[src/rtl/s_memory_pkg.sv]
// Shared definitions for the RC4 S memory access blocks (read port and write mux).
package s_memory_pkg;

  localparam int S_MEM_ADDR_WIDTH = 8;
  localparam int S_MEM_DATA_WIDTH = 8;

  // Read-port controller states.
  typedef enum logic [1:0] {
    IDLE    = 2'd0,
    WAIT    = 2'd1,
    RESPOND = 2'd2
  } s_mem_state_e;

  // Clients that may own an outstanding read.
  typedef enum logic {
    CLIENT_SHUFFLE = 1'b0,
    CLIENT_DECRYPT = 1'b1
  } s_mem_client_e;

endpackage

[src/rtl/s_memory_latency_counter.sv]
// Loadable down-counter that paces the synchronous RAM read latency.
// done_o marks the last wait cycle: the counter is at 1 and reaches 0 on the
// coming edge, which is the edge on which the RAM output is valid to sample.
module s_memory_latency_counter #(
  parameter int READ_LATENCY = 2
) (
  input  logic clk,
  input  logic reset_n,
  input  logic load_i,
  input  logic en_i,
  output logic done_o
);

  localparam int CNT_W = $clog2(READ_LATENCY + 1);

  logic [CNT_W-1:0] cnt_q;
  logic [CNT_W-1:0] cnt_d;

  // Next count: load takes precedence, otherwise count down and stop at zero.
  always_comb begin
    cnt_d = cnt_q;
    if (load_i) begin
      cnt_d = CNT_W'(READ_LATENCY);
    end else if (en_i && (cnt_q != '0)) begin
      cnt_d = cnt_q - CNT_W'(1);
    end
  end

  // Counter register.
  always_ff @(posedge clk or negedge reset_n) begin
    if (!reset_n) begin
      cnt_q <= '0;
    end else begin
      cnt_q <= cnt_d;
    end
  end

  assign done_o = (cnt_q == CNT_W'(1));

endmodule

[src/rtl/s_memory_read_port.sv]
// Read-side controller for the shared 256x8 RC4 S memory. Arbitrates level-held
// read requests from the shuffle and decrypt FSMs (shuffle wins), drives the
// registered memory address, waits out the RAM latency and returns the data to
// the granted client with a one-cycle valid pulse. Every output is a flop.
// READ_LATENCY is legal in the range 1..3.
module s_memory_read_port
  import s_memory_pkg::*;
#(
  parameter int ADDR_WIDTH   = S_MEM_ADDR_WIDTH,
  parameter int DATA_WIDTH   = S_MEM_DATA_WIDTH,
  parameter int READ_LATENCY = 2
) (
  input  logic                  clk,
  input  logic                  reset_n,
  input  logic                  shuffle_read_req,
  input  logic [ADDR_WIDTH-1:0] shuffle_read_address,
  output logic [DATA_WIDTH-1:0] shuffle_read_data,
  output logic                  shuffle_read_valid,
  input  logic                  decrypt_read_req,
  input  logic [ADDR_WIDTH-1:0] decrypt_read_address,
  output logic [DATA_WIDTH-1:0] decrypt_read_data,
  output logic                  decrypt_read_valid,
  input  logic                  write_active,
  output logic [ADDR_WIDTH-1:0] mem_read_address,
  input  logic [DATA_WIDTH-1:0] mem_q,
  output logic                  busy
);

  s_mem_state_e    state_q,   state_d;
  s_mem_client_e   client_q,  client_d;
  logic [ADDR_WIDTH-1:0] addr_q,    addr_d;
  logic [DATA_WIDTH-1:0] sh_data_q, sh_data_d;
  logic [DATA_WIDTH-1:0] de_data_q, de_data_d;
  logic            sh_vld_q,  sh_vld_d;
  logic            de_vld_q,  de_vld_d;
  logic            busy_q,    busy_d;

  logic            cnt_load;
  logic            cnt_en;
  logic            cnt_done;

  s_memory_latency_counter #(
    .READ_LATENCY (READ_LATENCY)
  ) u_latency_counter (
    .clk     (clk),
    .reset_n (reset_n),
    .load_i  (cnt_load),
    .en_i    (cnt_en),
    .done_o  (cnt_done)
  );

  // Arbitration, latency wait and response steering.
  always_comb begin
    state_d   = state_q;
    client_d  = client_q;
    addr_d    = addr_q;
    sh_data_d = sh_data_q;
    de_data_d = de_data_q;
    sh_vld_d  = 1'b0;
    de_vld_d  = 1'b0;
    cnt_load  = 1'b0;
    cnt_en    = 1'b0;

    case (state_q)
      IDLE: begin
        // A write owner holds the memory: no new grant until it lets go.
        if (!write_active && (shuffle_read_req || decrypt_read_req)) begin
          cnt_load = 1'b1;
          state_d  = WAIT;
          if (shuffle_read_req) begin
            client_d = CLIENT_SHUFFLE;
            addr_d   = shuffle_read_address;
          end else begin
            client_d = CLIENT_DECRYPT;
            addr_d   = decrypt_read_address;
          end
        end
      end

      WAIT: begin
        cnt_en = 1'b1;
        // Last wait cycle: mem_q is valid now, so capture it on this edge.
        if (cnt_done) begin
          state_d = RESPOND;
          if (client_q == CLIENT_SHUFFLE) begin
            sh_data_d = mem_q;
            sh_vld_d  = 1'b1;
          end else begin
            de_data_d = mem_q;
            de_vld_d  = 1'b1;
          end
        end
      end

      // Valid cycle; requests are deliberately ignored so a held req is not
      // granted twice for one transaction.
      RESPOND: state_d = IDLE;

      default: state_d = IDLE;
    endcase

    busy_d = (state_d != IDLE);
  end

  // Controller and output registers; reset drops any pending read.
  always_ff @(posedge clk or negedge reset_n) begin
    if (!reset_n) begin
      state_q   <= IDLE;
      client_q  <= CLIENT_SHUFFLE;
      addr_q    <= '0;
      sh_data_q <= '0;
      de_data_q <= '0;
      sh_vld_q  <= 1'b0;
      de_vld_q  <= 1'b0;
      busy_q    <= 1'b0;
    end else begin
      state_q   <= state_d;
      client_q  <= client_d;
      addr_q    <= addr_d;
      sh_data_q <= sh_data_d;
      de_data_q <= de_data_d;
      sh_vld_q  <= sh_vld_d;
      de_vld_q  <= de_vld_d;
      busy_q    <= busy_d;
    end
  end

  assign mem_read_address   = addr_q;
  assign shuffle_read_data  = sh_data_q;
  assign shuffle_read_valid = sh_vld_q;
  assign decrypt_read_data  = de_data_q;
  assign decrypt_read_valid = de_vld_q;
  assign busy               = busy_q;

endmodule
[config.mk]
export PLATFORM = sky130hd
export DESIGN_NAME = s_memory_read_port
export DESIGN_NICKNAME = d
export VERILOG_FILES = /design/src/rtl/s_memory_pkg.sv /design/src/rtl/s_memory_latency_counter.sv /design/src/rtl/s_memory_read_port.sv
export SDC_FILE = /design/constraint.sdc
export NUM_CORES = 1
export LEC_CHECK = 0
export BUFFER_PORTS_ARGS = -buffer_cell sky130_fd_sc_hd__buf_2
export CORE_MARGIN = 4
export CORE_UTILIZATION = 35
export DETAILED_ROUTE_END_ITERATION = 10
export GPL_ROUTABILITY_DRIVEN = 1
export HOLD_SLACK_MARGIN = 0.15
export PLACE_DENSITY = 0.61
export SLEW_MARGIN = 0
export SYNTH_ARGS = -nofsm -noshare
export SYNTH_HDL_FRONTEND = slang
export SYNTH_HIERARCHICAL = 1
export SYNTH_SLANG_ARGS = --single-unit
export TNS_END_PERCENT = 30
[constraint.sdc]
create_clock -name clk -period 1.65 [get_ports clk]
set_clock_uncertainty 0.2 [all_clocks]
set_input_delay 0.0825 -clock clk [delete_from_list [all_inputs] [get_ports clk]]
set_output_delay 0.0825 -clock clk [all_outputs]
set_load 0.05 [all_outputs]
==> impl_results.md <==
- Status: finished, final reports clean
- Post-DP Area: 1710 sq um
- Actual slew at the worst max-slew pin: 0.701 ns
- Clock sink count: 32
- Tcrit/Tclk final: 0.986
- Count of final hold-check violations: 0
- Setup crit start kind: register
- Syn Area/Cell: 15.4 sq um
- Required time of the critical path: 1.61 ns
- Initial antenna violation count: 0
- Post-Syn Area: 1380 sq um
- Max-Cap Viols: 0
- Sequential share of the synthesized area: 0.579
- Vias: 1025
- Die X: 70.9 microns
- HP Class: in -> reg
- Starting Density: 0.370
- Vias/cell: 4.50
- Min cycle time layout: 1.63 ns
- FP Rows: 22
- Distinct cell type count after synthesis: 21
- Synth area leader: dfrtp_1
- Rel. slew slack: 0.533
- Lkg Pwr: 1.01 nW
- Worst-path clk slew: 0.06 ns
- Final Worst Setup Slack: 0.0234 ns
- Core area: 3740 sq um
- N_diodes: 0
- Die Span Y: 70.9 microns
- VDD IR max: 0.00126 V
- Grt ovf: 0
- Per-cell routed wire length: 14.3 microns
- Synth warn: 6
- CTS Buf Count: 5
- CP arrival: 1.58 ns
- Min Hold Slack: 0.0827 ns
- Ratio of cells with drive above 1 in the final layout: 0.600
- Power per cell area: 2060 nW/um^2
- Mapped Cells: 90
- Post-CTS Setup Bufs: 0
- Pre-CTS setup slack: -0.0114 ns
- # fillers: 342
- Cts hold-fix bufs: 26
- Final setup vio count: 0
- Top post-synthesis cells by area: dfrtp_1 (58%), mux2_2 (26%), ha_1 (1.8%)
- Number of buffers added on ports: 55
- Io pins: 56
- CP max FO: 7
- First-pass GRT wire length: 5420 microns
- CP Class: reg -> reg
- Design Area, Final: 2080 sq um
- RSZ-0062 raised after global routing: true
- Vias in the first global route: 1157
- HPWL after DPL: 2140 microns
- Drt first pass iters: 4
- Later-pin clock latency in the skew report: 0.27 ns
- Final Slew Violations: 0
- Synth Net Count: 121
- Gpl congestion: 0.679
- Post-route ant nets: 0
- CP Capture Type: register
- Largest net degree at the start of global routing: 33
- Post-Route WL: 3250 microns
- CTS max path bufs: 2
- Htree depth: 2
- Post-synth top area share: 0.579
- Nets@finish: 210
- Flops & latches, synth: 32
- # DRC: 0
- Die area: 5020 sq um
- CTS tree: done
- CTS root buf: clkbuf_8
- Drt first-iter violations: 24
- Peak Freq: 615 MHz
- Total power: 4.30 mW
- Area delta synth->final: 50.6%
- GRT Total Usage: 0.138
-- registers in the layout, indices dropped and copies added, names as in the netlist --
register and count:
shuffle_read_valid 1, state_q 2, decrypt_read_valid 1, u_latency_counter/cnt_q 2, mem_read_address 8, client_q 1, shuffle_read_data 8, decrypt_read_data 8
busy 1
-- synth_stat cells --
| library cell | count |
|---|---|
| a21o_2 | 1 |
| a21oi_1 | 1 |
| and2_2 | 1 |
| and2b_1 | 1 |
| and3_4 | 1 |
| and4bb_2 | 1 |
| buf_4 | 1 |
| buf_6 | 2 |
| dfrtp_1 | 32 |
| ha_1 | 2 |
| inv_1 | 5 |
| mux2_2 | 32 |
| mux2_4 | 1 |
| mux2i_1 | 1 |
| nand2b_1 | 1 |
| nand3_2 | 1 |
| nor2_1 | 2 |
| nor2_2 | 1 |
| nor2b_4 | 1 |
| nor4_4 | 1 |
| or2_2 | 1 |
-- worst max-delay path, cell delays in order (launching register included) --
cell,delay [ns]
dfrtp_1,0.41
nor4_4,0.28
buf_4,0.19
and2b_1,0.19
mux2_4,0.25
-- final timing paths --
check / start / to / slack [ns] / cells past startpoint
min: write_active / client_q / 0.08 / 4
max reg2reg: state_q[0] / u_latency_counter/cnt_q[0] / 0.02 / 4
min reg2reg: shuffle_read_data[6] / shuffle_read_data[6] / 0.30 / 1
max: state_q[0] / u_latency_counter/cnt_q[0] / 0.02 / 4
max in group asynchronous: reset_n / decrypt_read_data[6] / 0.61 / 2
min in group asynchronous: reset_n / mem_read_address[2] / 0.20 / 2
-- power breakdown --
| group | switching, mW | internal, mW |
|---|---|---|
| clock network | 0.251 | 0.339 |
| logic | 1.60 | 0.754 |
| registers | 0.197 | 1.16 |
| total | 2.05 | 2.25 |
-- cells in the final DEF, fill, tap and decap left out --
master,count
nand2b_1,1
and3_2,1
clkbuf_1,2
buf_2,54
mux2_2,32
nand3_2,1
or2_2,1
buf_4,4
and2b_1,1
nor2_2,1
inv_1,5
mux2i_1,1
ha_1,1
nor4_4,1
nor2_1,2
ha_4,1
and3_4,1
a21o_2,1
a21oi_1,1
dfrtp_1,32
nor2b_4,1
and2_2,1
mux2_4,1
dlygate4sd3_1,26
and4bb_2,1
clkbuf_8,6
-- routing by layer --
metal | GRT usage | wire (microns) | vias to the layer above
li1 | - | - | 490
met1 | 0.160 | 1270 | 510
met2 | 0.241 | 1830 | 23
met3 | 0.0483 | 135 | 2
met4 | 0.0376 | 16 | 0
met5 | 0 | 0 | -
-- metrics by stage --
| step | std cells | utilization | setup TNS (ns) |
|---|---|---|---|
| final | 228 | 0.557 | 0 |
| after global routing | 228 | 0.557 | -0.0988 |
| after CTS | 228 | 0.553 | 0 |
| after floorplan | 90 | - | 0 |
| after detailed placement | 193 | 0.457 | -0.0272 |
| after global placement | 193 | 0.457 | 0 |
-- final cells by class --
class,instances,area (sq um),area share
flip-flops and latches,32,801,0.384
repair buffers,84,561,0.269
multi-input cells,51,554,0.266
clock buffers,8,90.1,0.0432
well taps,48,60.1,0.0288
inverters,5,18.8,0.00900
-- what timing repair did --
item | in CTS | in global routing
endpoints found under the hold margin | 58 | 2
gates resized for setup | 1 | 2
gates cloned | 1 | 0
endpoints found under the setup margin | 9 | 17
pin swaps | 2 | 0
-- cells by family (layout without fill, tap and decap cells) --
kind of cell	after synthesis	in the layout	synth area share
buf+inv	8	97	0.0353
mux	34	34	0.278
fa+ha+maj	2	2	0.0181
flops	32	32	0.579
simple gates	12	13	0.0796
compound gates	2	2	0.00994
(Power assumes the default switching activity.)
